===== src/rtl/level_tracker_if.sv =====
// Bundle of game-event inputs and level/lives/segment outputs for level_tracker.
// The master drives events; the slave (the tracker) drives status and segments.
interface level_tracker_if #(
  parameter int unsigned NUM_DIGITS = 2,
  parameter int unsigned MAX_LEVEL  = 99
);
  localparam int unsigned LW = $clog2(MAX_LEVEL + 1);

  logic                      reset_level;
  logic                      frog_at_top;
  logic                      frog_hit;
  logic [LW-1:0]             level_bin;
  logic [4*NUM_DIGITS-1:0]   level_bcd;
  logic [3:0]                lives;
  logic                      reset_frog;
  logic                      level_wrap;
  logic                      game_over;
  logic [7*NUM_DIGITS-1:0]   o_Segments;

  modport master (
    output reset_level, frog_at_top, frog_hit,
    input  level_bin, level_bcd, lives, reset_frog, level_wrap, game_over, o_Segments
  );

  modport slave (
    input  reset_level, frog_at_top, frog_hit,
    output level_bin, level_bcd, lives, reset_frog, level_wrap, game_over, o_Segments
  );
endinterface


===== src/rtl/level_tracker.sv =====
// Frog-game level/lives tracker: BCD level counter, lives, respawn/game-over
// sequencing and direct active-low seven-segment drive for NUM_DIGITS digits.
module level_tracker #(
  parameter int unsigned NUM_DIGITS    = 2,
  parameter int unsigned START_LEVEL   = 1,
  parameter int unsigned MAX_LEVEL     = 99,
  parameter int unsigned WRAP_MODE     = 0,
  parameter int unsigned LIVES         = 3,
  parameter int unsigned BLANK_LEADING = 1
) (
  input  logic            clk,
  input  logic            reset_n,
  level_tracker_if.slave  bus
);
  localparam int unsigned LW = $clog2(MAX_LEVEL + 1);
  localparam int unsigned BW = 4 * NUM_DIGITS;

  typedef enum logic [1:0] {PLAY, NEXT, HIT, OVER} state_t;

  // Elaboration-time conversion only; the runtime counter never divides.
  function automatic logic [BW-1:0] to_bcd(input int unsigned val);
    logic [BW-1:0] r;
    int unsigned   v;
    r = '0;
    v = val;
    for (int unsigned i = 0; i < NUM_DIGITS; i++) begin
      r[4*i +: 4] = 4'(v % 10);
      v = v / 10;
    end
    return r;
  endfunction

  localparam logic [BW-1:0] START_BCD = to_bcd(START_LEVEL);

  function automatic logic [BW-1:0] bcd_inc(input logic [BW-1:0] v);
    logic [BW-1:0] r;
    logic          carry;
    r     = v;
    carry = 1'b1;
    for (int unsigned i = 0; i < NUM_DIGITS; i++) begin
      if (carry) begin
        if (v[4*i +: 4] == 4'd9) begin
          r[4*i +: 4] = 4'd0;
        end else begin
          r[4*i +: 4] = v[4*i +: 4] + 4'd1;
          carry       = 1'b0;
        end
      end
    end
    return r;
  endfunction

  function automatic logic [6:0] seg7(input logic [3:0] d);
    case (d)
      4'd0:    seg7 = 7'b1000000;
      4'd1:    seg7 = 7'b1111001;
      4'd2:    seg7 = 7'b0100100;
      4'd3:    seg7 = 7'b0110000;
      4'd4:    seg7 = 7'b0011001;
      4'd5:    seg7 = 7'b0010010;
      4'd6:    seg7 = 7'b0000010;
      4'd7:    seg7 = 7'b1111000;
      4'd8:    seg7 = 7'b0000000;
      4'd9:    seg7 = 7'b0010000;
      default: seg7 = 7'b1111111;
    endcase
  endfunction

  state_t          state;
  logic [LW-1:0]   level_bin;
  logic [BW-1:0]   level_bcd;
  logic [3:0]      lives;
  logic            reset_frog;
  logic            level_wrap;
  logic            game_over;
  logic            top_q;
  logic            hit_q;
  logic            top_ev;
  logic            hit_ev;
  logic [7*NUM_DIGITS-1:0] segs;

  assign top_ev = bus.frog_at_top & ~top_q;
  assign hit_ev = bus.frog_hit & ~hit_q;

  always_ff @(posedge clk) begin
    if (!reset_n || bus.reset_level) begin
      state      <= PLAY;
      level_bin  <= LW'(START_LEVEL);
      level_bcd  <= START_BCD;
      lives      <= 4'(LIVES);
      reset_frog <= 1'b0;
      level_wrap <= 1'b0;
      game_over  <= 1'b0;
      top_q      <= 1'b0;
      hit_q      <= 1'b0;
    end else begin
      top_q      <= bus.frog_at_top;
      hit_q      <= bus.frog_hit;
      reset_frog <= 1'b0;
      level_wrap <= 1'b0;
      case (state)
        PLAY: begin
          if (top_ev) begin
            state      <= NEXT;
            reset_frog <= 1'b1;
            if (level_bin == LW'(MAX_LEVEL)) begin
              if (WRAP_MODE != 0) begin
                level_bin  <= LW'(START_LEVEL);
                level_bcd  <= START_BCD;
                level_wrap <= 1'b1;
              end
            end else begin
              level_bin <= level_bin + LW'(1);
              level_bcd <= bcd_inc(level_bcd);
            end
          end else if (hit_ev) begin
            state      <= HIT;
            reset_frog <= 1'b1;
            if (lives != 4'd0) lives <= lives - 4'd1;
          end
        end
        NEXT: state <= PLAY;
        // lives already holds the decremented count here
        HIT: begin
          if (lives == 4'd0) begin
            state     <= OVER;
            game_over <= 1'b1;
          end else begin
            state <= PLAY;
          end
        end
        OVER: game_over <= 1'b1;
        default: state <= PLAY;
      endcase
    end
  end

  // Scan from the most significant digit so leading zeros can be blanked.
  always_comb begin
    logic       higher_zero;
    logic [3:0] d;
    segs        = '1;
    higher_zero = 1'b1;
    d           = '0;
    for (int unsigned k = 0; k < NUM_DIGITS; k++) begin
      d           = level_bcd[4*(NUM_DIGITS-1-k) +: 4];
      higher_zero = higher_zero && (d == 4'd0);
      if ((BLANK_LEADING != 0) && higher_zero && (k != NUM_DIGITS - 1))
        segs[7*(NUM_DIGITS-1-k) +: 7] = '1;
      else
        segs[7*(NUM_DIGITS-1-k) +: 7] = seg7(d);
    end
  end

  assign bus.level_bin  = level_bin;
  assign bus.level_bcd  = level_bcd;
  assign bus.lives      = lives;
  assign bus.reset_frog = reset_frog;
  assign bus.level_wrap = level_wrap;
  assign bus.game_over  = game_over;
  assign bus.o_Segments = segs;
endmodule

===== src/flat_wrapper.sv =====
// flat-port wrapper written by rule: the top's interface ports become plain ports
module level_tracker_flat 
#(
  parameter int unsigned NUM_DIGITS    = 2,
  parameter int unsigned START_LEVEL   = 1,
  parameter int unsigned MAX_LEVEL     = 99,
  parameter int unsigned WRAP_MODE     = 0,
  parameter int unsigned LIVES         = 3,
  parameter int unsigned BLANK_LEADING = 1
)
  (clk, reset_n, bus_reset_level, bus_frog_at_top, bus_frog_hit, bus_level_bin, bus_level_bcd, bus_lives, bus_reset_frog, bus_level_wrap, bus_game_over, bus_o_Segments);
  level_tracker_if #(.NUM_DIGITS(NUM_DIGITS), .MAX_LEVEL(MAX_LEVEL)) bus_i ();
  input  logic clk;
  input  logic reset_n;
  input wire logic [$bits(bus_i.reset_level)-1:0] bus_reset_level;
  input wire logic [$bits(bus_i.frog_at_top)-1:0] bus_frog_at_top;
  input wire logic [$bits(bus_i.frog_hit)-1:0] bus_frog_hit;
  output wire logic [$bits(bus_i.level_bin)-1:0] bus_level_bin;
  output wire logic [$bits(bus_i.level_bcd)-1:0] bus_level_bcd;
  output wire logic [$bits(bus_i.lives)-1:0] bus_lives;
  output wire logic [$bits(bus_i.reset_frog)-1:0] bus_reset_frog;
  output wire logic [$bits(bus_i.level_wrap)-1:0] bus_level_wrap;
  output wire logic [$bits(bus_i.game_over)-1:0] bus_game_over;
  output wire logic [$bits(bus_i.o_Segments)-1:0] bus_o_Segments;
  assign bus_i.reset_level = bus_reset_level;
  assign bus_i.frog_at_top = bus_frog_at_top;
  assign bus_i.frog_hit = bus_frog_hit;
  assign bus_level_bin = bus_i.level_bin;
  assign bus_level_bcd = bus_i.level_bcd;
  assign bus_lives = bus_i.lives;
  assign bus_reset_frog = bus_i.reset_frog;
  assign bus_level_wrap = bus_i.level_wrap;
  assign bus_game_over = bus_i.game_over;
  assign bus_o_Segments = bus_i.o_Segments;
  level_tracker #(.NUM_DIGITS(NUM_DIGITS), .START_LEVEL(START_LEVEL), .MAX_LEVEL(MAX_LEVEL), .WRAP_MODE(WRAP_MODE), .LIVES(LIVES), .BLANK_LEADING(BLANK_LEADING)) u_core (.clk(clk), .reset_n(reset_n), .bus(bus_i));
endmodule

===== config.mk =====
export PLATFORM = sky130hd
export DESIGN_NAME = level_tracker_flat
export DESIGN_NICKNAME = d
export VERILOG_FILES = /design/src/rtl/level_tracker_if.sv /design/src/rtl/level_tracker.sv /design/src/flat_wrapper.sv
export SDC_FILE = /design/constraint.sdc
export NUM_CORES = 1
export LEC_CHECK = 0
export CORE_MARGIN = 5
export CORE_UTILIZATION = 30
export DETAILED_ROUTE_END_ITERATION = 16
export SETUP_SLACK_MARGIN = 0.5
export SYNTH_ARGS = -nofsm -noshare
export SYNTH_HDL_FRONTEND = slang
export SYNTH_SLANG_ARGS = --single-unit

===== constraint.sdc =====
create_clock -name clk -period 6.5 [get_ports clk]
set_input_delay 1.3 -clock clk [delete_from_list [all_inputs] [get_ports clk]]
set_output_delay 1.3 -clock clk [all_outputs]
set_load 0.02 [all_outputs]

==> results.ini, run 1 <==
[routing]
dr.pass1.iters=4
drtIter0Drc=148
vias=1819
drc_errors=0
antenna_left=0
via_per_inst=4.76
wire_per_inst_um=12.9
drt_wl_total_um=4930

[global_routing]
grt_pass1_vias=1710
grt_pass1_wl_um=8390
antenna_found_initial=0
grt_max_degree=26
grt_overflow=0
track_usage=0.118

[status]
status=finished clean

[setup_path]
critPathMaxFanout=7
max_stage_delay_ns=0.59
required_ns=5.20
crit_arrival_ns=2.26
path_cells=inv_1 > ha_1 > nor3b_1 > or2_2 > clkdlybuf4s50_1
critPathLaunchType=flop
end_kind=output pin
cp.buffers_inverters=2
r2r_slack_ns=3.90
critPathTopFamily=buffers and inverters
crit_path_top_delay_cell=clkdlybuf4s50_1
critPathKind=flop to output pin

[clocking]
clk_pin_slew_worst_paths_ns=0.08
clk_latency_ns=0.29
clockRootBuffer=clkbuf_8
cts_num_sinks=39
cts_resized=0
cts_tree=yes
numCtsBuffers=5
post_cts_buffers=0
cts-htree-levels=2
clockBufferDepth=2
holdBufCountCts=0

[cells_and_area]
finalNetCount=305
fin_area_um2=2730
syn_to_final_growth_pct=25.5
n_fill_cell=756
insertedDiodeCount=0
final_core_util=0.382
drive_gt1_frac=0.117

[power_and_ir_drop]
cellLeakagePower_nw=1.04
clock_power_share=0.344
pwr-share-comb=0.125
p_sw_mw=0.125
seqPwrFrac=0.531
p_sw_frac=0.265
internal_power_mw=0.346
power.density_nw_per_um2=173
vdd_ir_drop_max_mv=0.0856

[sta]
slew_headroom=0.377
tns_ns=0
min_period_over_period=0.548
tightest_slew_ns=0.912
fmax_mhz=281
setup_viol=0
rsz0062_at_grt=false
min_period_ns=3.56
skew_ns=0.00572
drv_slew=0
hold_viol=0

[run]
cap_violations=0

[placement]
io_buffers=39
post_dp_cell_area_um2=2640
hpwl_um=3580
finalWeightedCongestion=0.822

[die]
initial_core_util=0.304
dieArea_um2=9040
core_um2=7140
fp-row-count=31
die_w_um=95.1
die_h_um=95.1
top_level_ports=41

[logic_synthesis]
synth.avg_cell_area_um2=8.83
synth_cells=246
synth-edff-count=0
synth_area_leaders=dfxtp_1, ha_1, nor2_1, inv_1, nand2_1
syn_area_um2=2170
synth_largest_area_cell=dfxtp_1
yosys_warnings=0
ys.flop_type=dfxtp_1
synthesis.nets=269
ys_seq_area_frac=0.359
synth-seq-cells=39
synth_top_cell_area_share=0.359
synthArstFlopShare=0
yosys.cell_types.count=60

[worst_hold_path]
hold_path_class=flop to flop

-- worst register-to-register path, delay by kind of cell, from the launching register on --
kind | cells | cell delay (ns)
AO/OA/AOI/OAI | 3 | 0.99
adder cells (fa/ha/maj) | 2 | 0.47
buffers and inverters | 2 | 0.22
flip-flops | 1 | 0.34
AND/OR/NAND/NOR | 3 | 0.52
-- final timing paths --
| check | startpoint | cells after the start | end |
|---|---|---|---|
| max | u_core.bus.level_bcd[5] | 5 | bus_o_Segments[9] |
| min reg2reg | u_core.bus.game_over | 2 | u_core.bus.game_over |
| max reg2reg | u_core.state[0] | 10 | flop |
| min | u_core.bus.game_over | 2 | u_core.bus.game_over |
-- synth_stat cells, types with 2 or more instances --
library cell and count:
mux2i_1 2, inv_2 3, nor3b_1 2, a211o_1 2
o21ai_1 3, nor2b_1 2, clkbuf_1 8, or2_2 7
xor2_1 5, inv_1 17, nor2_1 20, a211oi_1 2
xnor2_1 4, dfxtp_1 39, and3b_1 2, nand3b_1 3
nand4_1 2, nor3_1 4, nand2b_1 7, nand2_1 17
o22ai_1 3, nand3_1 12, o211ai_1 2, ha_1 18
a21oi_1 9, a22oi_1 4, and3_1 2, and2_1 4
o21ai_0 3, mux2_2 3, a31oi_1 4, o2111ai_1 3
-- power groups by stage --
stage                     Combinational, mW  Clock [mW]  Sequential (mW)
final                                0.0588       0.162            0.250
after global routing                 0.0651       0.179            0.251
after CTS                            0.0593       0.168            0.250
after detailed placement             0.0588           0            0.256
after global placement               0.0580           0            0.256
after floorplan                      0.0327           0            0.262
-- area by class of cell --
class | instances | area (µm²) | share of cell area
clock buffers | 6 | 72.6 | 0.0266
clock inverters | 2 | 12.5 | 0.00459
inverters | 20 | 75.1 | 0.0275
multi-input cells | 176 | 1260 | 0.463
flip-flops and latches | 39 | 781 | 0.287
well taps | 99 | 124 | 0.0455
repair buffers | 40 | 398 | 0.146
-- stage by stage --
step | power [mW] | worst slack, ns | instances | hold WS (ns)
3_3_place_gp | 0.314 | 2.79 | 374 | 0.508
4_1_cts | 0.478 | 2.82 | 382 | 0.537
2_1_floorplan | 0.294 | 3.61 | 246 | 0.506
3_5_place_dp | 0.315 | 2.76 | 374 | 0.527
6_report | 0.471 | 2.94 | 382 | 0.531
5_1_grt | 0.496 | 2.63 | 382 | 0.563
-- layer usage --
| layer | share of wire | global-route usage | wire, µm | vias to the layer above |
|---|---|---|---|---|
| met2 | 0.46 | 0.180 | 2270 | 41 |
| met5 | 0 | 0 | 0 | - |
| met1 | 0.47 | 0.158 | 2320 | 839 |
| met4 | 0.011 | 0.0445 | 55 | 0 |
| li1 | - | - | - | 933 |
| met3 | 0.059 | 0.0331 | 290 | 6 |
-- cell families (layout without fill, tap and decap cells) --
logic type | Yosys count | after routing | share of synthesized area
and+or+nand+nor | 90 | 90 | 0.230
muxes | 6 | 6 | 0.0317
other | 1 | 1 | 0.00173
DFF | 39 | 39 | 0.359
AOI/OAI and AO/OA | 52 | 52 | 0.177
buffers and inverters | 31 | 68 | 0.0593
adders and majority gates | 18 | 18 | 0.104
xor gates and xnor gates | 9 | 9 | 0.0363
-- layout by cell type (no fill, tap or decap), drive strengths merged, types with 6 or more instances in the layout --
cell type / netlist / layout
dfxtp: 39 / 39
nand2b: 7 / 7
nor2: 20 / 20
a21oi: 10 / 10
inv: 20 / 20
clkbuf: 8 / 6
clkdlybuf4s50: 0 / 39
ha: 18 / 18
nand3: 12 / 12
or2: 7 / 7
nand2: 17 / 17
o21ai: 7 / 7
Note: power is estimated with default switching activity, not from simulation.
==> run 2, diff against run 1 <==
- clock period: 6.5 -> 3.4 ns (I/O delays scaled with it)
==> run 2 against run 1 <==
Effect of this change: hold slack got worse by 0.0045 ns; cell area increased by 1.5%; non-clock buffer count increased by 4; sequential cell count unchanged; via count decreased by 0.55%; utilization increased by 0.58 points; die area unchanged; final cell count increased by 0.52%; clock skew increased by 0.0020 ns; global-route usage decreased by 0.84 points; critical path type unchanged.
==> results.ini, run 2 (synthesis results as in run 1) <==
[sta]
fmax_mhz=361
min_period_over_period=0.814
skew_ns=0.00769  ; +0.00196 ns
setup_viol=0  ; unchanged
min_period_ns=2.77
tns_ns=0  ; unchanged
fin_ws_ns=0.633  ; -2.31 ns
drv_slew=0  ; unchanged
rsz0062_at_grt=true
hold_viol=0  ; unchanged

[cells_and_area]
finalNetCount=309  ; +1.3%
drive_gt1_frac=0.133  ; +0.0167
fin_area_um2=2770  ; +1.5%
syn_to_final_growth_pct=27.4
final_cell_mix=dfxtp_1, clkdlybuf4s50_1, nor2_1
final_common_cell=dfxtp_1
n_fill_cell=754  ; -0.26%
layoutNonFillerInstCount=384  ; +0.52%
insertedDiodeCount=0  ; unchanged

[setup_path]
required_ns=2.72  ; -2.48 ns
crit_arrival_ns=2.09  ; -0.17 ns
critPathLaunch=u_core.bus.level_bcd[4]
critPathKind=flop to output pin
critPathMaxFanout=7  ; unchanged
end_kind=output pin
endpoint=bus_o_Segments[10]
r2r_slack_ns=0.92  ; -2.98 ns
critPathLaunchType=flop
worstRegToRegCells=8  ; -2
r2r_start=u_core.bus.level_bin[2]

[clocking]
post_cts_buffers=0  ; unchanged
clk_pin_slew_worst_paths_ns=0.07  ; about the same
clk_latency_ns=0.29  ; about the same
holdBufCountCts=0  ; unchanged
cts-htree-levels=2  ; unchanged
cts_num_sinks=39  ; unchanged
cts_resized=0  ; unchanged
numCtsBuffers=5  ; unchanged
clockBufferDepth=2  ; unchanged
cts_tree=yes
clockRootBuffer=clkbuf_8

[routing]
drc_errors=0  ; unchanged
vias=1809  ; -0.55%
antenna_left=0  ; unchanged
via_per_inst=4.71  ; -1.1%
drt_wl_total_um=4720  ; -4.4%
wire_per_inst_um=12.3  ; -4.9%
drtIter0Drc=90  ; -39%
dr.pass1.iters=4  ; unchanged

[die]
fp-row-count=31  ; unchanged
core_um2=7140  ; unchanged
top_level_ports=41  ; unchanged
initial_core_util=0.304  ; unchanged
dieArea_um2=9040  ; unchanged
die_w_um=95.1  ; unchanged
die_h_um=95.1  ; unchanged

[global_routing]
grt_max_degree=26  ; unchanged
antenna_found_initial=0  ; unchanged
grt_pass1_wl_um=7880  ; -6.1%
grt_overflow=0  ; unchanged
grt_pass1_vias=1708  ; -0.12%
track_usage=0.110  ; -0.00839

[power_and_ir_drop]
power.density_nw_per_um2=317  ; +84%
pwr-share-comb=0.128  ; +0.003
p_sw_mw=0.222  ; +78%
internal_power_mw=0.656  ; +89%
cellLeakagePower_nw=1.06  ; +1.4%
clock_power_share=0.326  ; -0.018
power.total_mw=0.878  ; +86%
seqPwrFrac=0.545  ; +0.014
vdd_ir_drop_max_mv=0.204  ; +140%
p_sw_frac=0.253  ; -0.0117

[placement]
dp_slack_ns=0.340  ; -2.42 ns
io_buffers=39  ; unchanged
hpwl_um=3490  ; -2.5%
dp.cells=378  ; +1.1%
finalWeightedCongestion=0.848  ; +3.1%
post_dp_cell_area_um2=2670  ; +1.1%

[worst_hold_path]
hold_path_class=flop to flop
holdPathStages=2  ; unchanged

[run]
cap_violations=0  ; unchanged

[status]
status=finished clean

## run 2: cell count changes in the layout (fill, tap and decap cells not counted), sizes merged
| cell | delta |
|---|---|
| buf | +4 |
| clkdlybuf4s50 | -4 |
| dlymetal6s2s | +4 |
| clkbuf | -1 |
| clkinv | -1 |
## run 2: worst min-delay path by stage
stage / end / from / slack (ns)
final: u_core.bus.lives[1] / u_core.bus.lives[1] / 0.53
after global routing: u_core.bus.lives[1] / u_core.bus.lives[1] / 0.56
after CTS: u_core.bus.lives[1] / u_core.bus.lives[1] / 0.53
after detailed placement: u_core.bus.lives[1] / u_core.bus.lives[1] / 0.52
after global placement: u_core.bus.lives[1] / u_core.bus.lives[1] / 0.51
after floorplan: u_core.bus.reset_frog / u_core.hit_q / 0.51
## run 2: final cells by class
cell class	count	area (µm²)	area share
Clock buffer	5	68.8	0.0249
Clock inverter	1	7.51	0.00271
Inverter	20	75.1	0.0271
Multi-Input combinational cell	176	1270	0.459
Sequential cell	39	783	0.283
Tap cell	99	124	0.0448
Timing Repair Buffer	44	438	0.158
## run 2: power groups by stage
stage	Clock, mW	Combinational, mW	Sequential [mW]
final	0.287	0.112	0.479
after global routing	0.328	0.124	0.480
after CTS	0.303	0.113	0.478
after detailed placement	0	0.112	0.489
after global placement	0	0.111	0.489
after floorplan	0	0.0626	0.500
## run 2: critical path, stage by stage, from the launching register on
cell and delay [ns]:
dfxtp_2 0.40, inv_1 0.10, ha_1 0.21, nor3b_1 0.14
buf_4 0.17, or2_2 0.26, clkdlybuf4s50_1 0.54
## run 2: routing by layer
metal,GRT usage,part of all wire,vias up
li1,-,-,938
met1,0.141,0.49,820
met2,0.177,0.45,49
met3,0.0308,0.053,2
met4,0.0361,0.0070,0
met5,0,0,-
## run 2: through the flow
stage | util | hold slack (ns)
5_1_grt | 0.388 | 0.557
3_5_place_dp | 0.374 | 0.522
2_1_floorplan | - | 0.506
6_report | 0.388 | 0.526
4_1_cts | 0.385 | 0.532
3_3_place_gp | 0.374 | 0.511
